File: src/rtl/axi_fault_reporter_if.sv
// AXI read/write handshake and response signals observed by the fault reporter.
// The reporter is a passive observer and connects through the monitor modport.
interface axi_fault_reporter_if #(
    parameter int unsigned ADDR_W = 32
) ();
    logic              awvalid;
    logic              awready;
    logic [ADDR_W-1:0] awaddr;
    logic              bvalid;
    logic              bready;
    logic [1:0]        bresp;
    logic              arvalid;
    logic              arready;
    logic [ADDR_W-1:0] araddr;
    logic              rvalid;
    logic              rready;
    logic              rlast;
    logic [1:0]        rresp;

    modport master (
        output awvalid, awaddr, bready, arvalid, araddr, rready,
        input  awready, bvalid, bresp, arready, rvalid, rlast, rresp
    );

    modport slave (
        input  awvalid, awaddr, bready, arvalid, araddr, rready,
        output awready, bvalid, bresp, arready, rvalid, rlast, rresp
    );

    modport monitor (
        input awvalid, awready, awaddr, bvalid, bready, bresp,
        input arvalid, arready, araddr, rvalid, rready, rlast, rresp
    );
endinterface

File: src/rtl/axi_fault_reporter.sv
// Tracks one outstanding AXI read and write, detects error responses and timeouts,
// and reports the first fault over a valid/ready handshake with a saturating count.
module axi_fault_reporter #(
    parameter int unsigned ADDR_W  = 32,
    parameter int unsigned TIMEOUT = 1024,
    parameter int unsigned CNT_W   = 8
) (
    input  logic                 i_clk,
    input  logic                 i_rst,
    axi_fault_reporter_if.monitor bus,
    output logic                 o_exc_valid,
    input  logic                 i_exc_ready,
    output logic [1:0]           o_exc_cause,
    output logic [ADDR_W-1:0]    o_exc_addr,
    output logic [1:0]           o_exc_resp,
    output logic [CNT_W-1:0]     o_fault_cnt,
    output logic                 o_overflow,
    input  logic                 i_clr
);
    localparam int unsigned TmoW = (TIMEOUT > 2) ? $clog2(TIMEOUT) : 1;
    localparam logic [TmoW-1:0] TmoMax = TmoW'(TIMEOUT - 1);

    localparam logic [0:0] StIdle   = 1'b0;
    localparam logic [0:0] StReport = 1'b1;

    logic              rd_busy_q, rd_busy_d, rd_faulted_q, rd_faulted_d;
    logic [ADDR_W-1:0] rd_addr_q, rd_addr_d;
    logic [TmoW-1:0]   rd_tmo_q, rd_tmo_d;
    logic              wr_busy_q, wr_busy_d;
    logic [ADDR_W-1:0] wr_addr_q, wr_addr_d;
    logic [TmoW-1:0]   wr_tmo_q, wr_tmo_d;

    logic [0:0]        state_q, state_d;
    logic [1:0]        cause_q, cause_d;
    logic [ADDR_W-1:0] addr_q, addr_d;
    logic [1:0]        resp_q, resp_d;
    logic [CNT_W-1:0]  cnt_q, cnt_d;
    logic              ovf_q, ovf_d;

    logic ar_hs, r_hs, r_last_hs, aw_hs, b_hs;
    logic ld_evt, st_evt, rd_tmo_evt, wr_tmo_evt;
    logic [2:0]         ev_cnt;
    logic               ovf_hit;
    logic [CNT_W-1:0]   cnt_base;
    logic [CNT_W+2:0]   cnt_sum;

    always_comb begin
        ar_hs     = bus.arvalid & bus.arready;
        r_hs      = bus.rvalid & bus.rready;
        r_last_hs = r_hs & bus.rlast;
        aw_hs     = bus.awvalid & bus.awready;
        b_hs      = bus.bvalid & bus.bready;

        ld_evt     = r_hs & (bus.rresp != 2'b00) & rd_busy_q & ~rd_faulted_q;
        st_evt     = b_hs & (bus.bresp != 2'b00) & wr_busy_q;
        rd_tmo_evt = rd_busy_q & (rd_tmo_q == TmoMax) & ~r_hs;
        wr_tmo_evt = wr_busy_q & (wr_tmo_q == TmoMax) & ~b_hs;
        ev_cnt     = 3'(ld_evt) + 3'(st_evt) + 3'(rd_tmo_evt) + 3'(wr_tmo_evt);
    end

    // A new address handshake wins over the closing beat of the previous transaction.
    always_comb begin
        rd_busy_d    = rd_busy_q;
        rd_addr_d    = rd_addr_q;
        rd_faulted_d = rd_faulted_q;
        rd_tmo_d     = rd_tmo_q;
        if (ar_hs && (!rd_busy_q || r_last_hs)) begin
            rd_busy_d    = 1'b1;
            rd_addr_d    = bus.araddr;
            rd_faulted_d = 1'b0;
            rd_tmo_d     = '0;
        end else if (rd_busy_q) begin
            if (r_last_hs || rd_tmo_evt) rd_busy_d = 1'b0;
            if (ld_evt) rd_faulted_d = 1'b1;
            rd_tmo_d = r_hs ? '0 : rd_tmo_q + 1'b1;
        end

        wr_busy_d = wr_busy_q;
        wr_addr_d = wr_addr_q;
        wr_tmo_d  = wr_tmo_q;
        if (aw_hs && (!wr_busy_q || b_hs)) begin
            wr_busy_d = 1'b1;
            wr_addr_d = bus.awaddr;
            wr_tmo_d  = '0;
        end else if (wr_busy_q) begin
            if (b_hs || wr_tmo_evt) wr_busy_d = 1'b0;
            wr_tmo_d = b_hs ? '0 : wr_tmo_q + 1'b1;
        end
    end

    always_comb begin
        state_d = state_q;
        cause_d = cause_q;
        addr_d  = addr_q;
        resp_d  = resp_q;
        ovf_hit = 1'b0;
        case (state_q)
            StIdle: begin
                if (ev_cnt != 3'd0) state_d = StReport;
                if (ld_evt) begin
                    cause_d = 2'b00;
                    addr_d  = rd_addr_q;
                    resp_d  = bus.rresp;
                end else if (st_evt) begin
                    cause_d = 2'b01;
                    addr_d  = wr_addr_q;
                    resp_d  = bus.bresp;
                end else if (rd_tmo_evt) begin
                    cause_d = 2'b10;
                    addr_d  = rd_addr_q;
                    resp_d  = 2'b00;
                end else if (wr_tmo_evt) begin
                    cause_d = 2'b11;
                    addr_d  = wr_addr_q;
                    resp_d  = 2'b00;
                end
                ovf_hit = (ev_cnt > 3'd1);
            end
            default: begin
                if (i_exc_ready) state_d = StIdle;
                ovf_hit = (ev_cnt != 3'd0);
            end
        endcase

        // Clear acts before this cycle's events are accumulated.
        cnt_base = i_clr ? '0 : cnt_q;
        cnt_sum  = {3'b000, cnt_base} + {{CNT_W{1'b0}}, ev_cnt};
        cnt_d    = (cnt_sum > {3'b000, {CNT_W{1'b1}}}) ? '1 : cnt_sum[CNT_W-1:0];
        ovf_d    = (ovf_q & ~i_clr) | ovf_hit;
    end

    always_ff @(posedge i_clk or posedge i_rst) begin
        if (i_rst) begin
            rd_busy_q    <= 1'b0;
            rd_addr_q    <= '0;
            rd_faulted_q <= 1'b0;
            rd_tmo_q     <= '0;
            wr_busy_q    <= 1'b0;
            wr_addr_q    <= '0;
            wr_tmo_q     <= '0;
            state_q      <= StIdle;
            cause_q      <= 2'b00;
            addr_q       <= '0;
            resp_q       <= 2'b00;
            cnt_q        <= '0;
            ovf_q        <= 1'b0;
        end else begin
            rd_busy_q    <= rd_busy_d;
            rd_addr_q    <= rd_addr_d;
            rd_faulted_q <= rd_faulted_d;
            rd_tmo_q     <= rd_tmo_d;
            wr_busy_q    <= wr_busy_d;
            wr_addr_q    <= wr_addr_d;
            wr_tmo_q     <= wr_tmo_d;
            state_q      <= state_d;
            cause_q      <= cause_d;
            addr_q       <= addr_d;
            resp_q       <= resp_d;
            cnt_q        <= cnt_d;
            ovf_q        <= ovf_d;
        end
    end

    assign o_exc_valid = (state_q == StReport);
    assign o_exc_cause = cause_q;
    assign o_exc_addr  = addr_q;
    assign o_exc_resp  = resp_q;
    assign o_fault_cnt = cnt_q;
    assign o_overflow  = ovf_q;
endmodule

File: src/flat_wrapper.sv
// flat-port wrapper written by rule: the top's interface ports become plain ports
module axi_fault_reporter_flat 
#(
    parameter int unsigned ADDR_W  = 32,
    parameter int unsigned TIMEOUT = 1024,
    parameter int unsigned CNT_W   = 8
)
  (i_clk, i_rst, o_exc_valid, i_exc_ready, o_exc_cause, o_exc_addr, o_exc_resp, o_fault_cnt, o_overflow, i_clr, bus_awvalid, bus_awready, bus_awaddr, bus_bvalid, bus_bready, bus_bresp, bus_arvalid, bus_arready, bus_araddr, bus_rvalid, bus_rready, bus_rlast, bus_rresp);
  axi_fault_reporter_if #(.ADDR_W(ADDR_W)) bus_i ();
  input  logic i_clk;
  input  logic i_rst;
  output logic o_exc_valid;
  input  logic i_exc_ready;
  output logic [1:0] o_exc_cause;
  output logic [ADDR_W-1:0] o_exc_addr;
  output logic [1:0] o_exc_resp;
  output logic [CNT_W-1:0] o_fault_cnt;
  output logic o_overflow;
  input  logic i_clr;
  input wire logic [$bits(bus_i.awvalid)-1:0] bus_awvalid;
  input wire logic [$bits(bus_i.awready)-1:0] bus_awready;
  input wire logic [$bits(bus_i.awaddr)-1:0] bus_awaddr;
  input wire logic [$bits(bus_i.bvalid)-1:0] bus_bvalid;
  input wire logic [$bits(bus_i.bready)-1:0] bus_bready;
  input wire logic [$bits(bus_i.bresp)-1:0] bus_bresp;
  input wire logic [$bits(bus_i.arvalid)-1:0] bus_arvalid;
  input wire logic [$bits(bus_i.arready)-1:0] bus_arready;
  input wire logic [$bits(bus_i.araddr)-1:0] bus_araddr;
  input wire logic [$bits(bus_i.rvalid)-1:0] bus_rvalid;
  input wire logic [$bits(bus_i.rready)-1:0] bus_rready;
  input wire logic [$bits(bus_i.rlast)-1:0] bus_rlast;
  input wire logic [$bits(bus_i.rresp)-1:0] bus_rresp;
  assign bus_i.awvalid = bus_awvalid;
  assign bus_i.awready = bus_awready;
  assign bus_i.awaddr = bus_awaddr;
  assign bus_i.bvalid = bus_bvalid;
  assign bus_i.bready = bus_bready;
  assign bus_i.bresp = bus_bresp;
  assign bus_i.arvalid = bus_arvalid;
  assign bus_i.arready = bus_arready;
  assign bus_i.araddr = bus_araddr;
  assign bus_i.rvalid = bus_rvalid;
  assign bus_i.rready = bus_rready;
  assign bus_i.rlast = bus_rlast;
  assign bus_i.rresp = bus_rresp;
  axi_fault_reporter #(.ADDR_W(ADDR_W), .TIMEOUT(TIMEOUT), .CNT_W(CNT_W)) u_core (.i_clk(i_clk), .i_rst(i_rst), .bus(bus_i), .o_exc_valid(o_exc_valid), .i_exc_ready(i_exc_ready), .o_exc_cause(o_exc_cause), .o_exc_addr(o_exc_addr), .o_exc_resp(o_exc_resp), .o_fault_cnt(o_fault_cnt), .o_overflow(o_overflow), .i_clr(i_clr));
endmodule
File: config.mk
export PLATFORM = sky130hd
export DESIGN_NAME = axi_fault_reporter_flat
export DESIGN_NICKNAME = d
export VERILOG_FILES = /design/src/rtl/axi_fault_reporter_if.sv /design/src/rtl/axi_fault_reporter.sv /design/src/flat_wrapper.sv
export SDC_FILE = /design/constraint.sdc
export NUM_CORES = 1
export LEC_CHECK = 0
export CORE_ASPECT_RATIO = 1.25
export CORE_UTILIZATION = 51
export CTS_CLUSTER_SIZE = 40
export DETAILED_ROUTE_END_ITERATION = 8
export PLACE_DENSITY = 0.78
export RECOVER_POWER = 100
export SLEW_MARGIN = 40
export SYNTH_ARGS = -nofsm -noshare
export SYNTH_HDL_FRONTEND = slang
export SYNTH_SLANG_ARGS = --single-unit
File: constraint.sdc
create_clock -name i_clk -period 5.17 [get_ports i_clk]
set_input_delay 1.034 -clock i_clk [delete_from_list [all_inputs] [get_ports i_clk]]
set_output_delay 1.034 -clock i_clk [all_outputs]
set_load 0.1 [all_outputs]
==> results of run 1 <==
==> final timing paths <==
| check | to | slack, ns | cells past startpoint |
|---|---|---|---|
| hold / removal | u_core.wr_tmo_q[9] | 0.48 | 1 |
| setup reg to reg | u_core.o_exc_addr[2] | 1.43 | 7 |
| max in group asynchronous | u_core.o_exc_addr[15] | 1.24 | 3 |
| min in group asynchronous | u_core.rd_addr_q[22] | 2.01 | 2 |
| hold reg to reg | u_core.wr_tmo_q[9] | 0.48 | 1 |
| setup / recovery | u_core.o_exc_addr[2] | 0.74 | 8 |
==> logic make-up after synthesis <==
logic type	Yosys count	share of synthesized area (%)
buf+inv	31	2.74
mux	98	18.0
fa+ha+maj	11	2.59
simple gates	118	9.41
flops	133	56.5
compound gates	92	9.67
xor+xnor	7	1.04
==> routing by layer <==
| layer | part of all wire (%) | vias up |
|---|---|---|
| met5 | 0 | - |
| met4 | 1.2 | 0 |
| met3 | 4.4 | 14 |
| met2 | 52 | 113 |
| met1 | 42 | 2122 |
| li1 | - | 1999 |
==> flip-flops by register name (all words and copies together) (netlist names), 2 cells and up <==
name and cells:
u_core.rd_addr_q 32, u_core.o_exc_resp 2, u_core.o_fault_cnt 8, u_core.rd_tmo_q 10, u_core.wr_addr_q 32, u_core.o_exc_cause 2, u_core.wr_tmo_q 10, u_core.o_exc_addr 32
==> worst reg2reg max path, cell delays in order (launching register included) <==
cell     delay [ns]
dfrtp_1        0.41
ha_1           0.21
and3_1         0.23
nand4_1        0.22
a31oi_1        1.78
buf_4          0.55
nor2_1         0.10
a21oi_1        0.16
==> cells in the final DEF, fill, tap and decap left out, drive strengths merged, types with 2 or more instances in the layout <==
master / instances
dfrtp: 133
clkdlybuf4s50: 75
clkbuf: 72
mux2: 65
nor2: 53
a21oi: 41
mux2i: 33
nand2: 28
o21ai: 27
nand3: 9
ha: 9
inv: 9
a31oi: 6
xnor2: 5
dlygate4sd3: 5
nand4: 5
clkinv: 5
o31ai: 4
nor2b: 4
bufinv: 4
buf: 4
and4: 4
and3: 3
nand2b: 3
a21boi: 3
clkinvlp: 3
nor3: 2
and2: 2
or3: 2
a22oi: 2
a22o: 2
xor2: 2
a21o: 2
fa: 2
==> through the flow <==
stage	utilization (%)	instance area [um^2]	setup WS (ns)	hold slack [ns]
after global routing	67.7	7580	0.542	0.510
final	67.7	7580	0.738	0.477
after CTS	69.1	7730	1.02	0.483
after detailed placement	63.5	7100	0.593	0.474
after floorplan	-	5890	0.582	0.443
after global placement	64.8	7260	0.695	0.469
==> layout make-up <==
type / instances / area [um^2]
Sequential cell: 133 / 3330
Clock inverter: 12 / 176
Clock buffer: 20 / 457
Multi-Input combinational cell: 326 / 2380
Timing Repair Buffer: 136 / 1040
Inverter: 9 / 35.0
Fill cell: 863 / 3610
Tap cell: 135 / 169
==> report_power, final <==
part           switching, uW  internal, uW
logic                   1440           380
registers                191          1360
clock network            450           833
==> results.sh, run 1 <==
export IMPL_status="finished, violations left"
export IMPL_violations="DRC, capacitance limit, slew limit"
export IMPL_grt_start_max_net_pins=74
export IMPL_netlist_area_um2=5890
export IMPL_syn_inst=490
export IMPL_cp_start_kind="input port"
export IMPL_grt_pass1_wl_um=21600
export IMPL_path_buf_inv=2
export IMPL_start_util_pct=52.6
export IMPL_power_density_nw_per_um2=615
export IMPL_postCtsSetupBuffers=0
export IMPL_slew_violations=134
export IMPL_layout_nets=715
export IMPL_antenna_found_initial=0
export IMPL_avgViaCountPerCell=5.51
export IMPL_cp_top_family="compound AO/OA/AOI/OAI gates"
export IMPL_ir_worst_vdd_v=0.000263
export IMPL_min_from="u_core.wr_tmo_q[9]"
export IMPL_max_freq_mhz=226
export IMPL_drc_errors=10
export IMPL_grt_ovfl_total=0
export IMPL_ctsResizeCount=0
export IMPL_wl_um=13400
export IMPL_power_uw=4660
export IMPL_synth_edff_count=0
export IMPL_syn_num_nets=582
export IMPL_fp_dieH_um=122
export IMPL_cts_made_buffers=17
export IMPL_synth_ff_type="dfrtp_1"
export IMPL_avgSynthCellArea_um2=12.0
export IMPL_grtUsageMet2_pct=41.5
export IMPL_place_congestion=0.768
export IMPL_p_leak_uw=0.00341
export IMPL_fin_cells=771
export IMPL_yosysMostFrequentCell="dfrtp_1"
export IMPL_worst_pin_slew_ns=3.19
export IMPL_place_hpwl_um=9150
export IMPL_cts_sinks=133
export IMPL_dieArea_um2=12000
export IMPL_crit_chain="dlygate4sd3_1 -> nand2_1 -> or3_1 -> ha_1 -> a31oi_1 -> buf_4 -> nor2_1 -> a21oi_1"
export IMPL_crit_start="bus_rready"
export IMPL_globalRouteMet1Util_pct=28.8
export IMPL_synth_area_leader_cell="dfrtp_1"
export IMPL_rsz0062_at_grt="false"
export IMPL_tns_ns=0
export IMPL_async_flop_share_pct=100
export IMPL_place_inst=739
export IMPL_setup_viol=0
export IMPL_rows=43
export IMPL_grt_usage_pct=23.6
export IMPL_slew_headroom_pct=-114
export IMPL_drt_pass1_iterations=6
export IMPL_clk_latency_ns=0.41
export IMPL_area_delta_synth_final_pct=28.7
export IMPL_crit_arrival_ns=4.76
export IMPL_slowest_stage="a31oi_1"
export IMPL_crit_path_max_fanout=28
export IMPL_cp_slowest_stage_delay_ns=1.55
export IMPL_hold_path_class="reg2reg"
export IMPL_cts_buffer_depth=2
export IMPL_cts_clk_slew_worst_paths_ns=0.06
export IMPL_netlist_top_cells_area="dfrtp_1 (57%), mux2_2 (12%), mux2i_1 (5.6%), a21oi_1 (3.4%), nor2_1 (3.4%)"
export IMPL_synth_yosys_seq_area_share_pct=56.5
export IMPL_ys_warn_count=0
export IMPL_io_pins=127
export IMPL_path_class="in2reg"
export IMPL_cp_data_required_time_ns=5.50
export IMPL_reg2reg_from="u_core.wr_tmo_q[0]"
export IMPL_worstSetupEndpointType="flop"
export IMPL_max_cap_viol_count=3
export IMPL_synthDistinctLibCells=48
export IMPL_vias=4248
export IMPL_cts_tree="done"
export IMPL_drtIter0Drc=170
export IMPL_first_global_vias=4360
export IMPL_ant_nets=0
export IMPL_wl_per_cell_um=17.3
export IMPL_period_needed_ns=4.43
export IMPL_clock_skew_ns=0.00835
export IMPL_antennaDiodeCount=0
export IMPL_core_region_area_um2=11200
export IMPL_fp_dieW_um=98.1
export IMPL_period_share_pct=85.7
export IMPL_io_buffers=126
export IMPL_yosysTopAreaCellShare_pct=56.5
export IMPL_hold_viol=0
export IMPL_ys_ff_latch=133
export IMPL_htreeDepth=4
export IMPL_groute_layer_met3_usage_pct=5.57
export IMPL_synth_common_cells="dfrtp_1 (133), mux2_2 (65), nor2_1 (53), a21oi_1 (40), mux2i_1 (33)"
export IMPL_cts_root_buffer="clkbuf_16"
export IMPL_cts_hold_buffers_added=0
export IMPL_layout_drive_gt1_share_pct=17.1
export IMPL_busiest_layer="met2"
No activity file was read; power rests on OpenSTA's default activity.
==> run 2, diff against run 1 <==
--- a/config.mk
+++ b/config.mk
@@ -11,6 +11,7 @@
 export DETAILED_ROUTE_END_ITERATION = 8
 export PLACE_DENSITY = 0.78
 export RECOVER_POWER = 100
+export REMOVE_ABC_BUFFERS = 1
 export SLEW_MARGIN = 40
 export SYNTH_ARGS = -nofsm -noshare
 export SYNTH_HDL_FRONTEND = slang
==> results.sh, run 2 (synthesized netlist as in run 1, its figures left out) <==
export IMPL_status="finished, violations left"
export IMPL_violations="DRC, capacitance limit, slew limit"
export IMPL_max_freq_mhz=228
export IMPL_reg2reg_from="u_core.wr_busy_q"
export IMPL_reg2reg_slack_ns=1.45
export IMPL_worst_r2r_path_depth=9
export IMPL_period_share_pct=85.0
export IMPL_grt_start_max_net_pins=78
export IMPL_dieArea_um2=12000
export IMPL_ant_nets=0
export IMPL_fin_ws_ns=0.776
export IMPL_core_region_area_um2=11200
export IMPL_whs_path_depth=1
export IMPL_avgViaCountPerCell=5.51
export IMPL_fp_dieW_um=98.1
export IMPL_antenna_found_initial=0
export IMPL_crit_start="bus_bvalid"
export IMPL_antennaDiodeCount=0
export IMPL_p_leak_uw=0.00343
export IMPL_wl_um=13400
export IMPL_power_density_nw_per_um2=616
export IMPL_drc_errors=12
export IMPL_fillers=839
export IMPL_place_congestion=0.861
export IMPL_setup_viol=0
export IMPL_clock_skew_ns=0.00929
export IMPL_layout_nets=716
export IMPL_cts_tree="done"
export IMPL_cp_start_kind="input port"
export IMPL_fp_dieH_um=122
export IMPL_cts_buffer_depth=2
export IMPL_first_global_vias=4343
export IMPL_min_from="u_core.o_exc_cause[1]"
export IMPL_drt_pass1_iterations=7
export IMPL_cts_sinks=133
export IMPL_hold_viol=0
export IMPL_grt_ovfl_total=0
export IMPL_cts_clk_slew_worst_paths_ns=0.06
export IMPL_max_cap_viol_count=2
export IMPL_io_pins=127
export IMPL_worstSetupEndpointType="flop"
export IMPL_grt_pass1_wl_um=21600
export IMPL_vias=4253
export IMPL_cp_data_required_time_ns=5.45
export IMPL_ir_worst_vdd_v=0.000269
export IMPL_slew_violations=113
export IMPL_final_cell_mix="dfrtp_1 (133), clkdlybuf4s50_1 (76), mux2_2 (64)"
export IMPL_io_buffers=126
export IMPL_place_ws_ns=0.576
export IMPL_place_hpwl_um=9290
export IMPL_area_delta_synth_final_pct=29.7
export IMPL_ctsResizeCount=0
export IMPL_fin_cells=772
export IMPL_final_common_cell="dfrtp_1"
export IMPL_slew_headroom_pct=-88.6
export IMPL_rows=43
export IMPL_tns_ns=0
export IMPL_cts_hold_buffers_added=0
export IMPL_crit_arrival_ns=4.67
export IMPL_crit_path_max_fanout=7
export IMPL_place_inst=740
export IMPL_clk_latency_ns=0.41
export IMPL_wl_per_cell_um=17.4
export IMPL_r2r_end="u_core.o_fault_cnt[5]"
export IMPL_start_util_pct=52.6
export IMPL_postCtsSetupBuffers=0
export IMPL_cts_made_buffers=17
export IMPL_rsz0062_at_grt="false"
export IMPL_drtIter0Drc=226
export IMPL_hold_path_class="reg2reg"
export IMPL_layout_drive_gt1_share_pct=17.1
export IMPL_worst_pin_slew_ns=2.83
export IMPL_path_class="in2reg"
export IMPL_htreeDepth=4
export IMPL_cts_root_buffer="clkbuf_16"
export IMPL_grt_usage_pct=23.7
export IMPL_period_needed_ns=4.39
export IMPL_holdPathEnd="u_core.o_exc_cause[1]"
## run 2: report_power, final
group / switching, uW / internal [uW] / total [uW]
registers: 193 / 1360 / 1550
clock network: 443 / 882 / 1330
logic: 1440 / 382 / 1820
total: 2080 / 2620 / 4700
## run 2: through the flow
stage | area [um^2] | utilization, % | total power (uW) | hold WS (ns)
after global routing | 7640 | 68.2 | 4890 | 0.514
after global placement | 7260 | 64.8 | 3520 | 0.469
after floorplan | 5760 | - | 3040 | 0.443
final | 7640 | 68.2 | 4700 | 0.502
after detailed placement | 7130 | 63.7 | 3440 | 0.491
after CTS | 7790 | 69.6 | 4780 | 0.507
## run 2: area by class of cell
cell class	count	area [um^2]	area share, %
Inverter	9	33.8	0.442
Timing Repair Buffer	137	1060	13.9
Sequential cell	133	3330	43.6
Tap cell	135	169	2.21
Clock buffer	20	457	5.98
Clock inverter	12	201	2.64
Multi-Input combinational cell	326	2390	31.3
## run 2: worst max-delay path by stage
| stage | endpoint | slack [ns] |
|---|---|---|
| 6_report | u_core.o_fault_cnt[5] | 0.78 |
| 5_1_grt | u_core.o_fault_cnt[7] | 0.44 |
| 4_1_cts | u_core.o_fault_cnt[4] | 1.01 |
| 3_5_place_dp | u_core.o_fault_cnt[4] | 0.58 |
| 3_3_place_gp | u_core.o_fault_cnt[4] | 0.65 |
| 2_1_floorplan | u_core.o_exc_addr[0] | 0.58 |
## run 2: layer usage
layer	wire (um)	up-vias	part of all wire [%]	track usage, %
li1	-	2007	-	-
met1	5830	2124	43	30.1
met2	6920	111	51	39.7
met3	553	11	4.1	5.11
met5	0	-	0	0
met4	144	0	1.1	9.47
## run 2: worst max-delay path, cell delays in order
cell,delay (ns)
clkdlybuf4s50_1,0.44
a21boi_0,0.65
nand4_1,0.42
fa_1,0.56
ha_1,0.36
fa_1,0.46
a21oi_1,0.29
nor2_1,0.11
nand4b_1,0.21
o21ai_0,0.13
